==> src/rtl/panel_stream_pkg.sv <==
// Shared types and helpers for the panel streamer: FSM state encoding,
// default geometry, start-of-frame flag position and beat-counter sizing.
package panel_stream_pkg;

  typedef enum logic [1:0] {
    PS_IDLE,
    PS_HEADER,
    PS_PAYLOAD,
    PS_CHECK
  } ps_state_t;

  localparam int PS_NUM_CH = 5;
  localparam int PS_CH_W   = 16;
  localparam int PS_DATA_W = 4;

  // The flag sits directly above the payload bits of a beat.
  localparam int PS_SOF_BIT = PS_DATA_W;

  function automatic int ps_cnt_w(input int beats);
    return (beats > 1) ? $clog2(beats) : 1;
  endfunction

endpackage

==> src/rtl/panel_streamer_strobe_sync.sv <==
// 2-FF synchroniser plus rising-edge detector; turns an asynchronous strobe
// (host_clk, SegLedClk, ps2_clk style inputs) into a one-cycle pulse.
module strobe_sync (
  input  logic clk,
  input  logic rst,
  input  logic din,
  output logic pulse
);

  // [0],[1] synchroniser stages, [2] previous value of the synchronised strobe
  logic [2:0] sync_q;

  always_ff @(posedge clk) begin
    if (rst) begin
      sync_q <= '0;
    end else begin
      sync_q <= {sync_q[1:0], din};
    end
  end

  assign pulse = sync_q[1] & ~sync_q[2];

endmodule

==> src/rtl/panel_streamer.sv <==
// Snapshots NUM_CH channels and streams header/payload(/check) beats, one per host strobe.
// Optional XOR check beat compiled in with PANEL_STREAM_CHECK_EN.
//
// state      | meaning
// -----------+-------------------------------------------------------------
// PS_IDLE    | no frame; dout = 0, busy = 0, waiting for strobe with stream_en
// PS_HEADER  | header beat {1, seq} on dout, snapshot frozen
// PS_PAYLOAD | payload beat idx on dout, MSB nibble first
// PS_CHECK   | XOR of all payload nibbles on dout (check build only)
module panel_streamer
  import panel_stream_pkg::*;
#(
  parameter int NUM_CH = PS_NUM_CH,
  parameter int CH_W   = PS_CH_W,
  parameter int DATA_W = PS_DATA_W
) (
  input  logic                     clk_100mhz,
  input  logic                     rst,
  input  logic [NUM_CH*CH_W-1:0]   ch_data,
  input  logic                     stream_en,
  input  logic                     host_clk,
  output logic [DATA_W:0]          dout,
  output logic                     busy,
  output logic                     frame_done
);

  localparam int BEATS = NUM_CH * CH_W / DATA_W;
  localparam int CNT_W = ps_cnt_w(BEATS);

  typedef logic [CNT_W-1:0] cnt_t;
  localparam cnt_t LAST_IDX = cnt_t'(BEATS - 1);

  if ((NUM_CH * CH_W) % DATA_W != 0) begin : g_width_check
    $error("panel_streamer: NUM_CH*CH_W must be a multiple of DATA_W");
  end

  logic adv;

  strobe_sync u_strobe_sync (
    .clk   (clk_100mhz),
    .rst   (rst),
    .din   (host_clk),
    .pulse (adv)
  );

  ps_state_t                      state, state_nxt;
  cnt_t                           idx, idx_nxt;
  logic [DATA_W-1:0]              seq, seq_nxt;
  logic [BEATS-1:0][DATA_W-1:0]   snap, snap_nxt;
  logic [DATA_W:0]                dout_nxt;
  logic                           done_nxt;
  logic                           start_frame;
  logic                           load_beat;
  cnt_t                           load_idx;
  logic [DATA_W-1:0]              nib;
`ifdef PANEL_STREAM_CHECK_EN
  logic [DATA_W-1:0]              acc, acc_nxt;
`endif

  always_comb begin
    state_nxt   = state;
    idx_nxt     = idx;
    seq_nxt     = seq;
    snap_nxt    = snap;
    dout_nxt    = dout;
    done_nxt    = 1'b0;
    start_frame = 1'b0;
    load_beat   = 1'b0;
    load_idx    = '0;
    nib         = '0;
`ifdef PANEL_STREAM_CHECK_EN
    acc_nxt     = acc;
`endif

    // Dropping stream_en overrides a coincident strobe.
    if (!stream_en) begin
      state_nxt = PS_IDLE;
      idx_nxt   = '0;
      dout_nxt  = '0;
    end else if (adv) begin
      unique case (state)
        PS_IDLE:   start_frame = 1'b1;
        PS_HEADER: load_beat   = 1'b1;
        PS_PAYLOAD: begin
          if (idx != LAST_IDX) begin
            load_beat = 1'b1;
            load_idx  = idx + 1'b1;
          end else begin
`ifdef PANEL_STREAM_CHECK_EN
            state_nxt = PS_CHECK;
            dout_nxt  = {1'b0, acc};
            done_nxt  = 1'b1;
`else
            start_frame = 1'b1;
            seq_nxt     = seq + 1'b1;
`endif
          end
        end
        PS_CHECK: begin
          start_frame = 1'b1;
          seq_nxt     = seq + 1'b1;
        end
        default: state_nxt = PS_IDLE;
      endcase
    end

    if (start_frame) begin
      snap_nxt  = ch_data;
      dout_nxt  = {1'b1, seq_nxt};
      state_nxt = PS_HEADER;
      idx_nxt   = '0;
`ifdef PANEL_STREAM_CHECK_EN
      acc_nxt   = '0;
`endif
    end

    if (load_beat) begin
      nib       = snap[LAST_IDX - load_idx];
      idx_nxt   = load_idx;
      dout_nxt  = {1'b0, nib};
      state_nxt = PS_PAYLOAD;
`ifdef PANEL_STREAM_CHECK_EN
      acc_nxt   = acc ^ nib;
`else
      done_nxt  = (load_idx == LAST_IDX);
`endif
    end
  end

  always_ff @(posedge clk_100mhz) begin
    if (rst) begin
      state      <= PS_IDLE;
      idx        <= '0;
      seq        <= '0;
      snap       <= '0;
      dout       <= '0;
      frame_done <= 1'b0;
`ifdef PANEL_STREAM_CHECK_EN
      acc        <= '0;
`endif
    end else begin
      state      <= state_nxt;
      idx        <= idx_nxt;
      seq        <= seq_nxt;
      snap       <= snap_nxt;
      dout       <= dout_nxt;
      frame_done <= done_nxt;
`ifdef PANEL_STREAM_CHECK_EN
      acc        <= acc_nxt;
`endif
    end
  end

  assign busy = (state != PS_IDLE);

endmodule

==> config.mk <==
export PLATFORM = sky130hd
export DESIGN_NAME = panel_streamer
export DESIGN_NICKNAME = d
export VERILOG_FILES = /design/src/rtl/panel_stream_pkg.sv /design/src/rtl/panel_streamer_strobe_sync.sv /design/src/rtl/panel_streamer.sv
export SDC_FILE = /design/constraint.sdc
export NUM_CORES = 1
export LEC_CHECK = 0
export CAP_MARGIN = 20
export CORE_ASPECT_RATIO = 0.7
export CORE_UTILIZATION = 25
export DETAILED_ROUTE_END_ITERATION = 8
export DONT_BUFFER_PORTS = 1
export SYNTH_ARGS = -nofsm -noshare
export SYNTH_HDL_FRONTEND = slang
export SYNTH_SLANG_ARGS = --single-unit
export TNS_END_PERCENT = 1
==> constraint.sdc <==
create_clock -name clk_100mhz -period 3.6 [get_ports clk_100mhz]
set_input_delay 0.54 -clock clk_100mhz [delete_from_list [all_inputs] [get_ports clk_100mhz]]
set_output_delay 0.54 -clock clk_100mhz [all_outputs]
set_load 0.005 [all_outputs]
==> qor.csv, run 1 <==
stage;metric;value;unit
drt;vias_per_cell;5.05;
logic_synthesis;syn_nets;688;
drt;drtIter0Drc;394;
cts;clk_pin_slew;0.08;ns
worst_hold_path;holdCritPathClass;input pin to flop;
timing;worst_slew_pin_slew;0.726;ns
global_routing;antenna_found_initial;0;
timing;relSlewSlack;50.3;%
global_routing;grt_pass1_vias;3880;
pwr;swShare;25.6;%
critical_path;worstPathRequired;3.85;ns
die;rows;41;
logic_synthesis;ys_ff_latch;99;
run_status;violations;design-rule violations;
timing;tns;0;ns
critical_path;start_kind;flop;
critical_path;critical_path_class;flop to flop;
cts;htree_levels;3;
cells_and_area;final_cell_count_no_fill;815;
timing;fin_skew;0.0117;ns
logic_synthesis;netlist_area;4720;um^2
timing;finalSetupViolations;0;
logic_synthesis;ys_warn_count;0;
timing;period_share;87.1;%
critical_path;cp-end-kind;flop;
cts;cts_sinks;99;
logic_synthesis;ys_seq_area_share;41.9;%
critical_path;cp_data_arrival_time;3.39;ns
timing;setup_ws;0.464;ns
timing;hold_viol;0;
cells_and_area;drive_above_1_share;7.94;%
drt;dr_total_vias;4117;
pwr;p_seq_share;50.9;%
placement;place.gp.congestion;0.879;
cells_and_area;n_antenna_cell;0;
logic_synthesis;ys_types;60;
cts;clk_latency;0.36;ns
die;io_pins;91;
global_routing;grt_pass1_wl;21900;um
timing;finalCriticalPeriod;3.14;ns
cts;cts_tree;done;
die;die_area;19500;um^2
run;max-cap-violations;0;
drt;ant_nets;0;
run_status;outcome;complete, but fails checks;
pwr;finalPower;0.00221;W
pwr;pwr-share-comb;2.9;%
cells_and_area;final_core_util;28.6;%
logic_synthesis;syn-instance-count;597;
die;coreArea;18300;um^2
pwr;leakagePower;1.63;nW
timing;fmax;319;MHz
cts;cts_buffers;9;
die;start_util;25.9;%
placement;dp.cells;799;
die;fp.dieH;117;um
pwr;p_per_area;424;nW/um^2
global_routing;grt_max_degree;97;
placement;io_buffers;0;
timing;rsz0062_at_grt;no;
logic_synthesis;async_reset_ff_share;0;%
logic_synthesis;syn_area_per_cell;7.91;um^2
critical_path;cp_max_fo;11;
timing;slew_viol_final;0;
placement;preCtsSetupSlack;0.541;ns
die;die_w;166;um
cts;max-clock-path-buffers;2;
cells_and_area;final_nets;665;
logic_synthesis;synth_edf_count;0;
global_routing;grt_use_total;14.7;%
cts;cts_setup_buffers;0;
pwr;ir_worst_vdd;0.322;mV
cts;cts_root_buffer;clkbuf_16;
drt;wl_per_cell;17.2;um
pwr;p_clk_share;46.2;%
drt;drt_pass1_iterations;9;
drt;drc_errors;7;
logic_synthesis;ys.flop_type;dfxtp_1;
pwr;intPower;0.00165;W
cells_and_area;syn_to_final_growth;10.5;%
global_routing;grt-ovfl-total;0;
cts;ctsResizeCount;0;
pwr;p_switching;0.000568;W
placement;dp_hpwl;10100;um
drt;routed_wl;14000;um
cts;postCtsHoldBufs;0;
-- critical path, stage by stage (launching register included) --
cell     delay, ns
dfxtp_1       0.38
inv_1         0.10
ha_1          0.36
inv_1         0.18
nor3_4        0.23
nand2_1       0.11
ha_1          0.57
inv_1         0.21
a221o_1       0.30
a31oi_1       0.15
o21ba_2       0.16
nor4_1        0.05
a211o_1       0.22
-- per-stage QoR --
| step | hold WS [ns] | area [um^2] |
|---|---|---|
| floorplan | 0.414 | 4720 |
| global placement | 0.436 | 4900 |
| detailed placement | 0.440 | 4900 |
| CTS | 0.250 | 5220 |
| global route | 0.242 | 5220 |
| finish | 0.268 | 5220 |
-- registers in the layout (all words and copies together) (netlist names) --
signal and flops:
u_strobe_sync.sync_q 3, state 1, idx 5, frame_done 1, snap 80, seq 4, dout 5
-- path summary, 6_finish.rpt --
| path | endpoint | depth (start not counted) | slack (ns) | startpoint |
|---|---|---|---|---|
| setup / recovery | dout[0] | 12 | 0.46 | dout[4] |
| hold / removal | state[1] | 1 | 0.27 | rst |
| setup reg to reg | dout[0] | 12 | 0.46 | dout[4] |
| hold reg to reg | snap[2] | 2 | 0.46 | snap[2] |
-- cells by family (layout without fill, tap and decap cells) --
group           Yosys count  in the layout  share of synthesized area (%)
simple gates            253            253                           24.6
compound gates          160            160                           21.4
flops                    99             99                           41.9
mux                      20             20                           4.40
buf+inv                  53             35                           4.85
xor+xnor                  5              5                          0.927
fa+ha+maj                 7              7                           1.85
-- metal layers --
layer,global-route usage (%),up-vias,share of wire (%)
met5,0,-,0
met4,3.15,0,0.79
met3,3.46,10,6.4
met2,20.6,142,39
met1,22.3,1923,54
li1,-,2042,-
-- cell usage after synthesis (2+ instances only) --
library cell    n  share of area, %
nor3_1          8              0.85
clkbuf_1       24               1.9
a22o_1          3              0.56
o2bb2ai_1       5              0.93
a211oi_1        2              0.32
xnor2_1         3              0.56
nor2_1         17               1.4
ha_1            7               1.9
mux2i_1        14               3.0
a21oi_1        95                10
and2_1          2              0.26
nand4_1         5              0.66
nand4b_1        3              0.56
a311oi_1        2              0.37
dfxtp_1        99                42
o21ai_0        11               1.2
mux2_2          6               1.4
o211ai_2        2              0.53
nor4_1          4              0.53
or3_1           3              0.40
xor2_1          2              0.37
inv_1          10              0.79
buf_2          15               1.6
o22ai_1         4              0.53
nand3_1        12               1.3
a31oi_1         4              0.53
a2bb2oi_1       2              0.37
o211ai_1        7               1.1
a221o_1         5               1.1
a22oi_1         2              0.32
nand2b_1        2              0.26
nand3b_1        3              0.48
nand2_1       175                14
nor3_4          2              0.69
a221oi_1        5              0.93
nor3b_1         2              0.32
nor2b_1         5              0.66
buf_4           3              0.48
-- cell usage in the layout, fill, tap and decap left out, drive strengths merged, types with 3 or more instances in the layout --
master,count
nand3,12
nor3,10
or3,3
a221o,5
a22o,3
a21oi,95
clkinv,3
o21ai,11
and2,3
a311oi,3
ha,7
nand3b,3
nand2,176
nand4b,3
nor4,4
inv,14
dfxtp,99
o211ai,9
o22ai,4
nor2b,5
nor2,17
a221oi,6
buf,9
mux2,6
a31oi,4
o2bb2ai,5
nand4,5
clkbuf,9
xnor2,3
mux2i,14
-- layout make-up --
type	instances	area (um^2)
timing repair buffer	9	67.6
multi-input combinational	445	2510
clock inverter	7	96.3
sequential	99	1980
clock buffer	9	225
fill	2005	13000
inverter	10	37.5
tap	236	295
-- power groups by stage --
stage          sequential (W)  combinational (W)  clock, W
6_report              0.00113          0.0000645   0.00102
5_1_grt               0.00113          0.0000734   0.00109
4_1_cts               0.00113          0.0000647   0.00104
3_5_place_dp          0.00115          0.0000645         0
3_3_place_gp          0.00115          0.0000640         0
2_1_floorplan         0.00115          0.0000647         0
No activity file was read; power rests on OpenSTA's default activity.
==> run 2: changes to the inputs <==
--- a/config.mk
+++ b/config.mk
@@ -5,6 +5,7 @@
 export SDC_FILE = /design/constraint.sdc
 export NUM_CORES = 1
 export LEC_CHECK = 0
+export ABC_AREA = 1
 export CAP_MARGIN = 20
 export CORE_ASPECT_RATIO = 0.7
 export CORE_UTILIZATION = 25
==> run 2 against run 1 <==
Compared with the run above:
- the flow now finishes without violations
- sequential power about the same
- synthesized cell count increased by 12%
- count of clock-buffer cells in the layout increased by 2
- via count decreased by 1.7%
- worst setup slack improved by 0.66 ns
- synthesized area decreased by 2.1%
==> qor.csv, run 2 <==
stage;metric;value;unit;change
critical_path;worstPathRequired;3.84;ns;was 3.85 ns
critical_path;cp_data_arrival_time;2.72;ns;was 3.39 ns
timing;relSlewSlack;32.2;%;was 50.3%
cts;clk_latency;0.35;ns;was 0.36 ns
cts;cts_tree;done;;unchanged
pwr;ir_worst_vdd;0.237;mV;was 0.322 mV
timing;hold_viol;0;;unchanged
logic_synthesis;ys_seq_area_share;42.8;%;was 41.9%
placement;dp_hpwl;9270;um;was 10100 um
cts;cts_setup_buffers;0;;unchanged
logic_synthesis;ys_ff_latch;99;;unchanged
timing;period_share;68.8;%;was 87.1%
logic_synthesis;synth_top_area_share;42.8;%;was 41.9%
timing;tns;0;ns;unchanged
worst_hold_path;holdCritPathClass;input pin to flop;;unchanged
placement;dp.cells;867;;was 799
global_routing;grt-ovfl-total;0;;unchanged
cells_and_area;final_area;5110;um^2;was 5220 um^2
pwr;p_per_area;436;nW/um^2;was 424 nW/um^2
drt;highest_layer;met4;;unchanged
cells_and_area;final_cell_count_no_fill;885;;was 815
cts;postCtsHoldBufs;0;;unchanged
placement;postPlaceCellArea;4810;um^2;was 4900 um^2
timing;rsz0062_at_grt;no;;unchanged
logic_synthesis;syn_nets;757;;was 688
cts;cts_buffers;9;;unchanged
cells_and_area;final_nets;733;;was 665
logic_synthesis;ys_types;25;;was 60
drt;wl_met3;889;um;was 893 um
critical_path;cp-end-kind;flop;;unchanged
critical_path;crit_start;dout[4];;unchanged
die;fp.dieH;116;um;was 117 um
cells_and_area;top_regs;snap x80, dout x5, idx x5;;unchanged
pwr;p_switching;0.000508;W;was 0.000568 W
drt;drc_errors;0;;was 7
cts;clk_pin_slew;0.07;ns;was 0.08 ns
die;start_util;25.6;%;was 25.9%
cells_and_area;final_core_util;28.3;%;was 28.6%
drt;drtIter0Drc;244;;was 394
placement;place.gp.congestion;0.770;;was 0.879
logic_synthesis;syn_area_per_cell;6.95;um^2;was 7.91 um^2
drt;wirelength_met1;6700;um;was 7520 um
run;max-cap-violations;0;;unchanged
placement;io_buffers;0;;unchanged
logic_synthesis;synth_top_cells_by_count;99 x dfxtp_1, 99 x nand3_1, 99 x o21ai_0;;was 175 x nand2_1, 99 x dfxtp_1, 95 x a21oi_1
critical_path;cp-endpoint;dout[1];;was dout[0]
global_routing;grt_pass1_wl;21300;um;was 21900 um
drt;routed_wl;13100;um;was 14000 um
logic_synthesis;ys_warn_count;0;;unchanged
pwr;intPower;0.00172;W;was 0.00165 W
cells_and_area;largest-register;snap;;unchanged
die;die_area;19100;um^2;was 19500 um^2
critical_path;timing.rr.end;dout[1];;was dout[0]
global_routing;grt_use_total;14.5;%;was 14.7%
pwr;p_seq_share;51.1;%;was 50.9%
timing;finalSetupViolations;0;;unchanged
global_routing;antenna_found_initial;1;;was 0
pwr;swShare;22.8;%;was 25.6%
worst_hold_path;min_from;rst;;unchanged
die;die_w;165;um;was 166 um
cells_and_area;final_cell_mix;99 x nand3_1, 99 x o21ai_0, 99 x dfxtp_1, 92 x inv_1, 82 x nand2_1;;was 175 x nand2_1, 99 x dfxtp_1, 95 x a21oi_1, 17 x nor2_1, 14 x mux2i_1
critical_path;worstReg2RegStart;dout[4];;unchanged
drt;vias_per_cell;4.57;;was 5.05
cts;cts_sinks;99;;unchanged
logic_synthesis;synth_largest_area_cell;dfxtp_1;;unchanged
cells_and_area;syn_to_final_growth;10.4;%;was 10.5%
cts;ctsResizeCount;0;;unchanged
global_routing;grt_pass1_vias;3931;;was 3880
cts;max-clock-path-buffers;2;;unchanged
die;rows;41;;unchanged
run_status;outcome;finished, final reports clean;;was complete, but fails checks
drt;wl_per_cell;14.8;um;was 17.2 um
drt;drt_pass1_iterations;5;;was 9
drt;route.met2.wl;5390;um;was 5460 um
logic_synthesis;synth.area.top_cells;dfxtp_1 43%, nand3_1 11%, o21ai_0 11%, a21oi_1 8.3%, inv_1 7.5%;;was dfxtp_1 42%, nand2_1 14%, a21oi_1 10%, mux2i_1 3.0%, clkbuf_1 1.9%
critical_path;start_kind;flop;;unchanged
drt;dr_total_vias;4048;;was 4117
cells_and_area;drive_above_1_share;5.56;%;was 7.94%
pwr;pwr-share-comb;5.2;%;was 2.9%
logic_synthesis;syn-instance-count;666;;was 597
logic_synthesis;async_reset_ff_share;0;%;unchanged
die;io_pins;91;;unchanged
critical_path;critical_path_class;flop to flop;;unchanged
logic_synthesis;synth_edf_count;0;;unchanged
cells_and_area;largest_register_ffs;80;;unchanged
timing;fmax;404;MHz;was 319 MHz
logic_synthesis;ys.flop_type;dfxtp_1;;unchanged
timing;fin_skew;0.00626;ns;was 0.0117 ns
pwr;leakagePower;2.01;nW;was 1.63 nW
cts;htree_levels;3;;unchanged
drt;ant_nets;0;;unchanged
timing;slew_viol_final;0;;unchanged
cts;cts_root_buffer;clkbuf_16;;unchanged
timing;finalCriticalPeriod;2.48;ns;was 3.14 ns
die;coreArea;18100;um^2;was 18300 um^2
critical_path;cp_max_fo;11;;unchanged
timing;worst_slew_pin_slew;1.02;ns;was 0.726 ns
global_routing;grt_max_degree;137;;was 97
critical_path;r2r_slack;1.12;ns;was 0.46 ns
critical_path;rr_worst_depth;12;;unchanged
logic_synthesis;netlist_area;4630;um^2;was 4720 um^2
pwr;p_clk_share;43.8;%;was 46.2%
## run 2: cell types whose count changed in the layout (fill, tap and decap cells not counted), moves of 6 or more
| cell | change |
|---|---|
| o21ai_0 | +88 |
| inv_1 | +82 |
| mux2i_1 | -14 |
| nand2_1 | -93 |
| nand3_1 | +87 |
| nor2_1 | +23 |
| a21oi_1 | -18 |
| mux2_2 | -6 |
| nor3_1 | -6 |
## run 2: worst min-delay path by stage
stage,endpoint,cells after the start
floorplan,u_strobe_sync.sync_q[1],2
global placement,u_strobe_sync.sync_q[1],2
detailed placement,u_strobe_sync.sync_q[1],2
CTS,idx[4],1
global route,state[1],1
finish,u_strobe_sync.sync_q[1],1
## run 2: per-layer routing
layer | vias up | global-route usage, %
met4 | 0 | 4.34
met3 | 9 | 4.76
met1 | 1824 | 21.3
li1 | 2127 | -
met2 | 88 | 19.9
met5 | - | 0
## run 2: layout make-up
cell class	instances	area, um^2
Multi-Input combinational cell	426	2090
Timing Repair Buffer	8	72.6
Clock buffer	11	243
Inverter	98	370
Clock inverter	5	52.6
Tap cell	236	295
Antenna cell	2	5.00
Fill cell	2023	12900
Sequential cell	99	1980
## run 2: critical path, stage by stage, from the launching register on
cell and delay [ns]:
dfxtp_1 0.36, inv_1 0.11, ha_1 0.22, inv_1 0.08, a21oi_4 0.17, nand3_1 0.35, ha_1 0.35, xnor2_1 0.38
nor3_2 0.11, nand2_1 0.08, nand2_1 0.05, nand2_1 0.06, nand2_1 0.05
## run 2: power groups by stage
stage	logic, W	registers (W)	clock network, W
final	0.000115	0.00114	0.000974
after global routing	0.000135	0.00114	0.00104
after CTS	0.000117	0.00114	0.00100
after detailed placement	0.000116	0.00116	0
after global placement	0.000114	0.00116	0
after floorplan	0.0000916	0.00116	0
## run 2: logic make-up (layout without fill, tap and decap cells)
family | after synthesis | count (layout) | share of synthesized area (%)
AO/OA/AOI/OAI | 186 | 186 | 20.7
AND/OR/NAND/NOR | 229 | 229 | 21.7
flip-flops | 99 | 99 | 42.8
other | 0 | 2 | 0
XOR/XNOR | 4 | 4 | 0.757
buffers and inverters | 141 | 122 | 12.1
adder cells (fa/ha/maj) | 7 | 7 | 1.89
## run 2: metrics by stage
stage          setup WS (ns)  hold WS, ns  power, W
2_1_floorplan           1.44        0.388   0.00125
3_3_place_gp            1.07        0.393   0.00128
3_5_place_dp            1.08        0.393   0.00128
4_1_cts                 1.10        0.238   0.00226
5_1_grt                0.760        0.244   0.00231
6_report                1.12        0.254   0.00223
==> run 3: changes to the inputs <==
==> constraint.sdc (replaced) <==
create_clock -name clk_100mhz -period 2.15 [get_ports clk_100mhz]
set_input_delay 0.3225 -clock clk_100mhz [delete_from_list [all_inputs] [get_ports clk_100mhz]]
set_output_delay 0.3225 -clock clk_100mhz [all_outputs]
set_load 0.005 [all_outputs]
==> run 3 against run 2 <==
Compared with the run above:
- final area up 6.0%
- count of clock-buffer cells in the layout fell by 2
- largest power group unchanged
- non-clock buffer count is 19 higher
- critical path type unchanged
- via count grew 3.1%
- wire length up 1.8%
- total power is 65% higher
- maximum frequency up 22%
- flip-flop and latch count stayed put
- first-iteration DRC count grew 6.6%
==> qor.csv, run 3 (synthesis results as in run 2) <==
stage;metric;value;unit;change
global_routing;grt_pass1_vias;3786;;was 3931
timing;slew_viol_final;0;;unchanged
cells_and_area;final_cell_mix;98 x dfxtp_1, 94 x o21ai_0, 90 x inv_1, 90 x nand3_1, 82 x nand2_1;;was 99 x nand3_1, 99 x o21ai_0, 99 x dfxtp_1, 92 x inv_1, 82 x nand2_1
cells_and_area;final_nets;752;;was 733
die;io_pins;91;;unchanged
die;fp.dieH;116;um;unchanged
placement;io_buffers;0;;unchanged
timing;finalSetupViolations;0;;unchanged
critical_path;crit_slowest_cell;dfxtp_1;;was xnor2_1
timing;hold_viol;0;;unchanged
drt;drt_pass1_iterations;5;;unchanged
worst_hold_path;holdCritPathClass;input pin to flop;;unchanged
drt;ant_nets;0;;unchanged
cts;cts_root_buffer;clkbuf_16;;unchanged
global_routing;grt-ovfl-total;0;;unchanged
run;max-cap-violations;0;;unchanged
critical_path;worstPathRequired;2.38;ns;was 3.84 ns
cts;clk_latency;0.35;ns;about the same
timing;fmax;494;MHz;was 404 MHz
cells_and_area;final_cell_count_no_fill;902;;was 885
cts;max-clock-path-buffers;2;;unchanged
drt;routed_wl;13400;um;was 13100 um
cts;cts_sinks;99;;unchanged
global_routing;grt_use_total;14.5;%;about the same
cts;clk_pin_slew;0.07;ns;about the same
cts;htree_levels;3;;unchanged
timing;period_share;94.2;%;was 68.8%
cells_and_area;n_antenna_cell;0;;was 2
drt;drtIter0Drc;260;;was 244
critical_path;cp_top_family;simple AND/OR/NAND/NOR gates;;unchanged
cells_and_area;final_common_cell;dfxtp_1;;
critical_path;critical_path_class;flop to flop;;unchanged
global_routing;grt_max_degree;70;;was 137
timing;relSlewSlack;66.3;%;was 32.2%
critical_path;cp_num_cells;9;;was 12
cells_and_area;top_regs;snap x80, dout x5, idx x5;;unchanged
placement;preCtsSetupSlack;-0.0991;ns;was 1.08 ns
cells_and_area;syn_to_final_growth;17.0;%;was 10.4%
die;die_w;165;um;unchanged
pwr;p_per_area;679;nW/um^2;was 436 nW/um^2
cts;cts_tree;done;;unchanged
pwr;leakagePower;2.18;nW;was 2.01 nW
critical_path;cp-end-kind;flop;;unchanged
critical_path;rr_worst_depth;9;;was 12
placement;dp.cells;881;;was 867
drt;vias_per_cell;4.63;;was 4.57
critical_path;start_kind;flop;;unchanged
die;die_area;19100;um^2;unchanged
global_routing;grt_pass1_wl;20900;um;was 21300 um
critical_path;cp_num_buf_inv;3;;was 2
timing;setup_ws;0.124;ns;was 1.12 ns
critical_path;cp_data_arrival_time;2.26;ns;was 2.72 ns
timing;finalCriticalPeriod;2.03;ns;was 2.48 ns
placement;place.gp.congestion;0.818;;was 0.770
critical_path;path_cells;inv_1 -> ha_1 -> nor3_1 -> nand2_1 -> nor2_2 -> inv_4 -> buf_12 -> o21ai_0 -> a21oi_1;;was inv_1 -> ha_1 -> inv_1 -> a21oi_4 -> nand3_1 -> ha_1 -> xnor2_1 -> nor3_2 -> nand2_1 -> nand2_1 -> nand2_1 -> nand2_1
critical_path;critPathMaxStageDelay;0.38;ns;about the same
pwr;ir_worst_vdd;0.390;mV;was 0.237 mV
cts;cts_buffers;9;;unchanged
cells_and_area;drive_above_1_share;11.4;%;was 5.56%
timing;worst_slew_pin_slew;0.505;ns;was 1.02 ns
placement;dp_hpwl;9730;um;was 9270 um
cells_and_area;largest-register;snap;;unchanged
cells_and_area;final_core_util;30.0;%;was 28.3%
drt;wl_per_cell;14.8;um;about the same
global_routing;antenna_found_initial;1;;unchanged
drt;dr_total_vias;4175;;was 4048
timing;fin_skew;0.00581;ns;was 0.00626 ns
die;coreArea;18100;um^2;unchanged
die;rows;41;;unchanged
drt;drc_errors;0;;unchanged
cells_and_area;largest_register_ffs;80;;unchanged
die;start_util;25.6;%;unchanged
worst_hold_path;worstHoldPathCells;1;;unchanged
critical_path;cp_max_fo;55;;was 11
run_status;outcome;finished, final reports clean;;unchanged
-- run 3: worst paths after layout --
| check | startpoint | end | slack (ns) |
|---|---|---|---|
| worst max-delay path | state[1] | snap[36] | 0.12 |
| worst min-delay path | rst | idx[4] | 0.03 |
| worst max register to register | state[1] | snap[36] | 0.12 |
| worst min register to register | u_strobe_sync.sync_q[0] | u_strobe_sync.sync_q[1] | 0.41 |
-- run 3: per-layer routing --
layer  track usage (%)  vias up  share of wire (%)
met5                 0        -              0.060
li1                  -     2162                  -
met3              3.76       11                6.9
met1              21.3     1881                 52
met2              20.6      119                 40
met4              3.85        2                1.0
-- run 3: final cells by class --
class                      count  area (um^2)
sequential                    99         1980
clock buffer                   9          225
multi-input combinational    426         2180
tap                          236          295
fill                        1988        12600
clock inverter                 7         61.3
inverter                      98          373
timing repair buffer          27          302
-- run 3: repair_timing --
| action | in CTS | in global routing |
|---|---|---|
| pin swaps | 0 | 2 |
| gates resized for setup | 3 | 30 |
| setup buffers | 4 | 0 |
| cloned | 0 | 1 |
| hold buffers | 0 | 0 |
| endpoints found under the setup margin | 4 | 52 |
-- run 3: stage by stage --
stage               hold slack [ns]  area, um^2  total power (W)  TNS (ns)
floorplan                     0.388        4630          0.00210         0
global placement              0.395        4970          0.00215   -0.0272
detailed placement            0.397        4970          0.00215    -0.281
CTS                          0.0183        5300          0.00372         0
global route                 0.0194        5420          0.00383   -0.0412
finish                       0.0324        5420          0.00368         0
-- run 3: report_power, final --
group          switching [W]  leakage (nW)  internal (W)  total, W
clock network       0.000763         0.134      0.000803   0.00157
registers          0.0000150         0.804       0.00189   0.00190
logic               0.000138          1.24     0.0000683  0.000207
total               0.000917          2.18       0.00276   0.00368
==> RTL change, RTL diff (settings of run 2) <==
Encoding of `ps_state_t`: now one-hot (4 bits for 4 states).
--- a/src/rtl/panel_stream_pkg.sv
+++ b/src/rtl/panel_stream_pkg.sv
@@ -2,11 +2,11 @@
 // default geometry, start-of-frame flag position and beat-counter sizing.
 package panel_stream_pkg;
 
-  typedef enum logic [1:0] {
-    PS_IDLE,
-    PS_HEADER,
-    PS_PAYLOAD,
-    PS_CHECK
+  typedef enum logic [3:0] {
+    PS_IDLE    = 4'b0001,
+    PS_HEADER  = 4'b0010,
+    PS_PAYLOAD = 4'b0100,
+    PS_CHECK   = 4'b1000
   } ps_state_t;
 
   localparam int PS_NUM_CH = 5;
Formal check against the unedited RTL: same outputs for any inputs over 10 cycles, from zero or initial values and one cycle with rst high; not proved beyond that.
==> RTL change against run 2 <==
Final area grew 0.39%; count of clock-buffer cells in the layout grew 1; setup slack lost 0.10 ns; wire length grew 1.1%; sequential cell count grew 2; non-clock buffer count shrank 1; hold slack lost 0.0025 ns; fmax shrank 4.0%; die area grew 2.7%; power shrank 1.2%; first-iteration DRC count grew 60%; synthesized area grew 2.8%; critical path depth shrank 2; critical endpoint is now dout[3]$_SDFFE_PP0P_.
==> RTL change: results (changes against run 2) <==
[pwr]
p_int_uw=1689  ; -1.7%
clock_power_share_pct=42.0  ; -1.8 points
cellLeakagePower_uw=0.002011  ; +0.18%
vdd_drop_max_mv=0.1893  ; -20%

[cells_and_area]
nonClkBufAreaFrac_pct=1.025  ; -0.40 points
final-clk-cell-share_pct=5.442  ; -0.34 points
multi_input_area_share_pct=41.85  ; +0.99 points
nNonClkBuffers=7  ; -1
diodes=0  ; -2
nFillCells=2034  ; +0.54%
nets=721  ; -1.6%
multi_input_gates=428  ; +0.47%
drive_above_1_share_pct=7.512  ; +1.9 points

[yosys]
synthAdderAreaFrac_pct=0.7893  ; -1.1 points
synth.yosys.seq_area_share_pct=42.52  ; -0.32 points
syn_nets=745  ; -1.6%
yosys-mux-area-fraction_pct=0.2105  ; +0.21 points

[route]
drtIter0Drc=390  ; +60%
routed_wl_mm=13.27  ; +1.1%

[global_route]
track_usage_pct=13.94  ; -0.60 points
grt_pass1_vias=3810  ; -3.1%
gr-usage-met2_pct=19.33  ; -0.53 points
grt_max_degree=52  ; -62%
antenna_found_initial=0  ; -1

[worst_setup_path]
worstRegToRegCells=10  ; -2
cpPeakStageDelay_ns=0.53  ; +0.15 ns
slowest_stage=inv_1
rr_endpoint=dout[3]$_SDFFE_PP0P_
cp-endpoint=dout[3]$_SDFFE_PP0P_
regToRegSetupSlack_ns=1.02  ; -0.10 ns

[outcome]
status=finished, final reports clean

[sta]
fin_hold_ws_ns=0.2511  ; -0.002453 ns
worstMarginPinSlew_ns=0.7050  ; -0.3121 ns

==> RTL change: cell count changes after synthesis, moves of 12 or more <==
cell / change
buf_2: -12
inv_1: -12
nand3_1: -23
nand3b_1: +12
nor2_1: +23
==> RTL change: metrics by stage <==
stage	instances	setup WS [ns]	cell area (µm²)
floorplan	658	1.511	4756
global placement	859	1.181	4848
detailed placement	859	1.150	4848
CTS	875	1.133	5127
global route	875	0.9146	5127
finish	875	1.019	5127
==> RTL change: logic make-up (layout without fill, tap and decap cells) <==
| group | Yosys count | count (layout) |
|---|---|---|
| AND/OR/NAND/NOR | 246 | 246 |
| AO/OA/AOI/OAI | 171 | 171 |
| buffers and inverters | 129 | 110 |
| flip-flops | 101 | 101 |
| XOR/XNOR | 7 | 7 |
| adder cells (fa/ha/maj) | 3 | 3 |
| multiplexers | 1 | 1 |
==> RTL change: metal layers <==
layer	wire, µm	part of all wire [%]
met1	7126	54
met2	5269	40
met3	753	5.7
met4	124	0.93
met5	0	0
